### config.mk
export PLATFORM = sky130hd
export DESIGN_NAME = fifo_fill_ctrl
export DESIGN_NICKNAME = d
export VERILOG_FILES = /design/src/rtl/fifo_fill_ctrl.sv
export SDC_FILE = /design/constraint.sdc
export NUM_CORES = 1
export LEC_CHECK = 0
export ABC_AREA = 1
export CORE_AREA = 2 2 113 115
export CTS_BUF_LIST = sky130_fd_sc_hd__clkbuf_8
export CTS_CLUSTER_SIZE = 28
export DETAILED_ROUTE_END_ITERATION = 8
export DIE_AREA = 0 0 115 117
export PLACE_DENSITY = 0.76
export SYNTH_ARGS = -nofsm -noshare
export SYNTH_HDL_FRONTEND = slang
export SYNTH_SLANG_ARGS = --single-unit
export TNS_END_PERCENT = 10
### constraint.sdc
create_clock -name clk -period 1.6 [get_ports clk]
set_clock_uncertainty 0.1 [all_clocks]
set_input_delay 0.24 -clock clk [delete_from_list [all_inputs] [get_ports clk]]
set_output_delay 0.24 -clock clk [all_outputs]
set_load 0.005 [all_outputs]
### src/rtl/fifo_fill_ctrl.sv
`default_nettype none
// ============================================================================
// fifo_fill_ctrl : fetches NUM_FIFOS memory words, unpacks word k into FIFO k.
// Optional FILL_STATS_EN macro adds a backpressure stall counter.
// Revision: 1.0
// ============================================================================
module fifo_fill_ctrl #(
  parameter int NUM_FIFOS      = 9,
  parameter int DATA_WIDTH     = 8,
  parameter int ADDR_WIDTH     = 32,
  parameter int BYTES_PER_WORD = 8
) (
  input  logic                                 clk,
  input  logic                                 rst_n,
  input  logic                                 start_i,
  output logic                                 busy_o,
  output logic                                 done_o,
  output logic [ADDR_WIDTH-1:0]                mem_address_o,
  output logic                                 mem_read_o,
  input  logic                                 mem_waitrequest_i,
  input  logic [BYTES_PER_WORD*DATA_WIDTH-1:0] mem_readdata_i,
  input  logic                                 mem_readdatavalid_i,
  output logic [NUM_FIFOS-1:0]                 wren_o,
  output logic [NUM_FIFOS*DATA_WIDTH-1:0]      datain_o,
  input  logic [NUM_FIFOS-1:0]                 full_i,
  output logic [15:0]                          stall_cycles_o
);

  localparam int WORD_W = BYTES_PER_WORD * DATA_WIDTH;
  localparam int WIDX_W = (NUM_FIFOS > 1) ? $clog2(NUM_FIFOS) : 1;
  localparam int BIDX_W = (BYTES_PER_WORD > 1) ? $clog2(BYTES_PER_WORD) : 1;
  localparam logic [WIDX_W-1:0] LAST_WORD = WIDX_W'(NUM_FIFOS - 1);
  localparam logic [BIDX_W-1:0] LAST_BYTE = BIDX_W'(BYTES_PER_WORD - 1);

  typedef enum logic [2:0] {
    S_IDLE   = 3'd0,
    S_REQ    = 3'd1,
    S_WAIT   = 3'd2,
    S_UNPACK = 3'd3,
    S_DONE   = 3'd4
  } state_t;

  state_t              state_q, state_d;
  logic [WIDX_W-1:0]   word_idx_q, word_idx_d;
  logic [BIDX_W-1:0]   byte_idx_q, byte_idx_d;
  logic [WORD_W-1:0]   word_q, word_d;
  logic                w_full_cur;
  logic                w_write;
  logic [DATA_WIDTH-1:0] w_byte;

  assign w_full_cur    = full_i[word_idx_q];
  assign w_byte        = word_q[int'(byte_idx_q)*DATA_WIDTH +: DATA_WIDTH];
  assign mem_address_o = ADDR_WIDTH'(word_idx_q);

  always_ff @(posedge clk or negedge rst_n) begin
    if (!rst_n) begin
      state_q    <= S_IDLE;
      word_idx_q <= '0;
      byte_idx_q <= '0;
      word_q     <= '0;
    end else begin
      state_q    <= state_d;
      word_idx_q <= word_idx_d;
      byte_idx_q <= byte_idx_d;
      word_q     <= word_d;
    end
  end

  always_comb begin
    state_d    = state_q;
    word_idx_d = word_idx_q;
    byte_idx_d = byte_idx_q;
    word_d     = word_q;
    busy_o     = 1'b0;
    done_o     = 1'b0;
    mem_read_o = 1'b0;
    w_write    = 1'b0;
    case (state_q)
      S_IDLE: begin
        if (start_i) begin
          state_d    = S_REQ;
          word_idx_d = '0;
          byte_idx_d = '0;
        end
      end
      S_REQ: begin
        busy_o     = 1'b1;
        mem_read_o = 1'b1;
        if (!mem_waitrequest_i) state_d = S_WAIT;
      end
      S_WAIT: begin
        busy_o = 1'b1;
        if (mem_readdatavalid_i) begin
          word_d     = mem_readdata_i;
          byte_idx_d = '0;
          state_d    = S_UNPACK;
        end
      end
      S_UNPACK: begin
        busy_o = 1'b1;
        // A full destination simply freezes byte_idx, so the entry is retried.
        if (!w_full_cur) begin
          w_write = 1'b1;
          if (byte_idx_q == LAST_BYTE) begin
            byte_idx_d = '0;
            if (word_idx_q == LAST_WORD) begin
              state_d = S_DONE;
            end else begin
              word_idx_d = word_idx_q + 1'b1;
              state_d    = S_REQ;
            end
          end else begin
            byte_idx_d = byte_idx_q + 1'b1;
          end
        end
      end
      S_DONE: begin
        done_o     = 1'b1;
        word_idx_d = '0;
        state_d    = S_IDLE;
      end
      default: state_d = S_IDLE;
    endcase
  end

  always_comb begin
    wren_o   = '0;
    datain_o = '0;
    for (int i = 0; i < NUM_FIFOS; i++) begin
      if (w_write && (word_idx_q == WIDX_W'(i))) begin
        wren_o[i]                            = 1'b1;
        datain_o[i*DATA_WIDTH +: DATA_WIDTH] = w_byte;
      end
    end
  end

`ifdef FILL_STATS_EN
  logic [15:0] stall_q, stall_d;

  always_comb begin
    stall_d = stall_q;
    if (state_q == S_IDLE && start_i) begin
      stall_d = '0;
    end else if (state_q == S_UNPACK && w_full_cur && stall_q != 16'hFFFF) begin
      stall_d = stall_q + 16'd1;
    end
  end

  always_ff @(posedge clk or negedge rst_n) begin
    if (!rst_n) stall_q <= '0;
    else        stall_q <= stall_d;
  end

  assign stall_cycles_o = stall_q;
`else
  assign stall_cycles_o = 16'd0;
`endif

endmodule
`default_nettype wire

==> key figures <==
Yosys
  • Post-synthesis sequential area ratio: 39.7%
  • Seq cells post-synth: between 70 and 80
  • Main flop type after synthesis: dfrtp_1
  • Post-Syn Instances: approximately 490
  • Syn avg cell area: around 9.5 um2
  • Ys Warns: 0
  • Yosys cell types: 38
  • Post-synth EDFFs: 0
  • Syn Std Cell Area: about 4700 um2
  • Ys async rst share: 100%

Floorplanning
  • # rows: 41
  • Die ar.: between 10000 and 15000 um2
  • Die H: 117 um
  • IO Pins: 210
  • Core footprint: 12300 um2
  • Initial Util: about 38%
  • Die width: 115 um

Power and ir drop
  • Lkg Pwr: roughly 3.7 nW
  • Clock power frac: 11.8%
  • Maximum VDD drop: 0.00103 V
  • Seq pwr share: between 20% and 30%
  • Net switching power figure: between 5 and 6 mW
  • Cell internal pwr: about 7.5 mW
  • Final Power: 12.7 mW
  • Comb pwr share: between 60 and 70%
  • Switching share of power: about two fifths
  • Power per cell area: roughly 1700 nW/um2

Status
  • Failing checks: setup timing
  • Status: complete, but fails checks

Placement
  • GPL Wtd Cong: between 0.8 and 0.9
  • Dpl cells: roughly 840
  • Port Buffer Count: around 170
  • Post-detail-place hpwl: roughly 11000 um

Worst setup path
  • Worst EP required: 1.26 ns
  • Slowest stage delay, CP: roughly 0.47 ns
  • Arr. time, crit path: around 2.1 ns
  • Startpoint Class: flip-flop
  • CP Launch Point: byte_idx_q[0]$_DFFE_PN0P_
  • FF-to-FF setup slack: -0.22 ns
  • Crit-path cells: buf_4 > o21ai_0 > o22ai_2 > o21ai_4 > buf_12 > nor2_2 > buf_2
  • R2R depth: 9
  • Crit path capture: datain_o[12]
  • Crit-path max FO: 9
  • RR Startpoint: word_idx_q[0]$_DFFE_PN0P_
  • Critical R2R Capture: word_idx_q[1]$_DFFE_PN0P_
  • CP max stage cell: dfrtp_2
  • Kind of critical path: reg -> out
  • CP endpoint kind: output pin

Route
  • Vias: approximately 4700
  • Drt wl/cell: about 18 um
  • WL met2: around 8600 um
  • DRT Wirelength: 16100 um
  • WL met1: between 6000 and 7000 um
  • Post-DR vias/cell: ~5.1
  • Max Used Layer: met4
  • DRC Markers: 0
  • DRT iter0 DRCs: about 350
  • Antenna-violating nets left: 0
  • DRT Pass-1 Iters: 5
  • WL met3: 1080 um

STA
  • Setup TNS Final: -55.96 ns
  • Worst Setup Slack, final: -0.807 ns
  • Slew Viols, Final: 0
  • Final setup fails: 94
  • Unrepaired setup endpoints after global routing: yes
  • Fmax achieved: 415 MHz
  • Final Hold Vio Count: 0
  • Tmin final: between 2 and 2.5 ns
  • Tcrit/Tclk final: 150%

Clock tree
  • Root buf cell: clkbuf_8
  • H-tree levels: 3
  • Later-pin clock latency in the skew report: 0.34 ns
  • Clk sink count: 74
  • TritonCTS buffer count: 9
  • CTS tree: built
  • Reg clk slew, reported paths: 0.09 ns
  • Buffer depth of the longest clock path: 2

Min path
  • HP Class: in -> async

Cells and area
  • Area grow syn2layout: 64.1%
  • Share of layout cells above drive strength 1: between 50 and 60%
  • Fillers: about 940
  • N_diodes: 0
  • Finished Layout Cells: 909
  • Layout Nets: roughly 840

Global route
  • Vias in the first global route: 4654
  • First-pass GRT wire length: about 24000 um
  • Pin count of the biggest net entering global routing: 39
  • Overall routing resource usage: about 23%
  • Total gr overflow: 0
  • Antenna violations before repair: 0

Run
  • Max-cap violations: 0
synth_stat cells (4+ instances only):
library cell  count  area [um2]
o221ai_1          7        61.3
ha_1              6        75.1
nand3_4           4        70.1
nand4_4           8         170
nand2_1          42         158
nand3_1           7        35.0
buf_2            11        55.1
mux2_2           64         721
dfrtp_1          74        1850
inv_1            26        97.6
nor2_2            8        50.1
nand3_2           6        60.1
nand4_1           6        37.5
o22ai_1           7        43.8
o21ai_2           7        61.3
clkbuf_1          6        22.5
o21ai_0          30         150
nor2_1          104         390
buf_4            45         338
per-layer routing:
| layer | vias up | GRT usage (%) |
|---|---|---|
| li1 | 2080 | - |
| met1 | 2283 | 27.2 |
| met2 | 243 | 40.4 |
| met3 | 44 | 4.84 |
| met4 | 0 | 7.95 |
| met5 | - | 0 |
worst max-delay path: cells and delay by family, from the launching register on:
family	cells	cell delay [ns]
DFF	1	0.47
and+or+nand+nor	1	0.05
AOI/OAI and AO/OA	3	0.73
buffers and inverters	3	0.48
logic make-up after synthesis:
kind of cell | after synthesis | share of synthesized area (%)
DFF | 74 | 39.7
adders and majority gates | 6 | 1.61
xor gates and xnor gates | 2 | 0.375
muxes | 64 | 15.4
buffers and inverters | 95 | 11.8
other | 1 | 0.0803
and+or+nand+nor | 194 | 23.2
AOI/OAI and AO/OA | 57 | 7.80
layout by cell type, fill, tap and decap left out, types with 10 or more instances in the layout:
cell	synthesis	layout
clkbuf_2	1	14
o21ai_1	1	13
nor2_4	2	10
dfrtp_1	74	69
mux2_2	64	64
nand2_1	42	38
clkdlybuf4s50_1	0	76
buf_4	45	47
buf_6	1	39
buf_2	11	63
o21ai_4	0	11
clkbuf_8	0	10
nor2_1	104	64
buf_12	0	15
inv_1	26	21
conb_1	1	44
nor2_2	8	40
o21ai_0	30	10
area by class of cell:
class / instances / area (um2) / share of cell area, %
sequential: 74 / 1860 / 24.3
timing repair buffer: 269 / 2440 / 31.9
tap: 150 / 188 / 2.45
inverter: 30 / 123 / 1.60
clock inverter: 6 / 66.3 / 0.866
multi-input combinational: 370 / 2850 / 37.2
clock buffer: 10 / 138 / 1.80
power groups by stage:
stage / clock network (mW) / logic [mW] / registers (mW)
floorplan: 0 / 3.20 / 3.11
CTS: 1.52 / 7.23 / 3.29
finish: 1.49 / 7.78 / 3.38
global route: 1.60 / 8.25 / 3.46
global placement: 0 / 4.65 / 3.22
detailed placement: 0 / 4.85 / 3.27
timing repair:
action / CTS / global route
resized for setup: 370 / 128
setup buffers: 40 / 5
gates cloned: 6 / 0
hold buffers: 1 / 0
setup endpoints to repair: 162 / 159
pin swaps: 39 / 24
hold endpoints to repair: 43 / 0
flip-flops by register name (all words and copies together) (netlist names):
name,cells
word_q,64
word_idx_q,4
byte_idx_q,3
state_q,3
worst min path at each step:
stage                                endpoint  slack [ns]
finish                 word_q[14]$_DFFE_PN0P_        0.22
global route           word_q[14]$_DFFE_PN0P_        0.24
CTS                     word_q[6]$_DFFE_PN0P_        0.21
detailed placement      word_q[6]$_DFFE_PN0P_        0.05
global placement       word_q[14]$_DFFE_PN0P_        0.04
floorplan           byte_idx_q[0]$_DFFE_PN0P_       -0.16
per-stage QoR:
step / util, % / hold WS [ns] / setup slack [ns] / area, um2
global route: 62.2 / 0.236 / -0.891 / 7660
finish: 62.2 / 0.220 / -0.807 / 7660
detailed placement: 54.9 / 0.0522 / -0.883 / 6750
global placement: 54.9 / 0.0443 / -0.842 / 6750
CTS: 61.5 / 0.210 / -0.846 / 7570
floorplan: - / -0.156 / -0.180 / 4840
(Power assumes the default switching activity.)
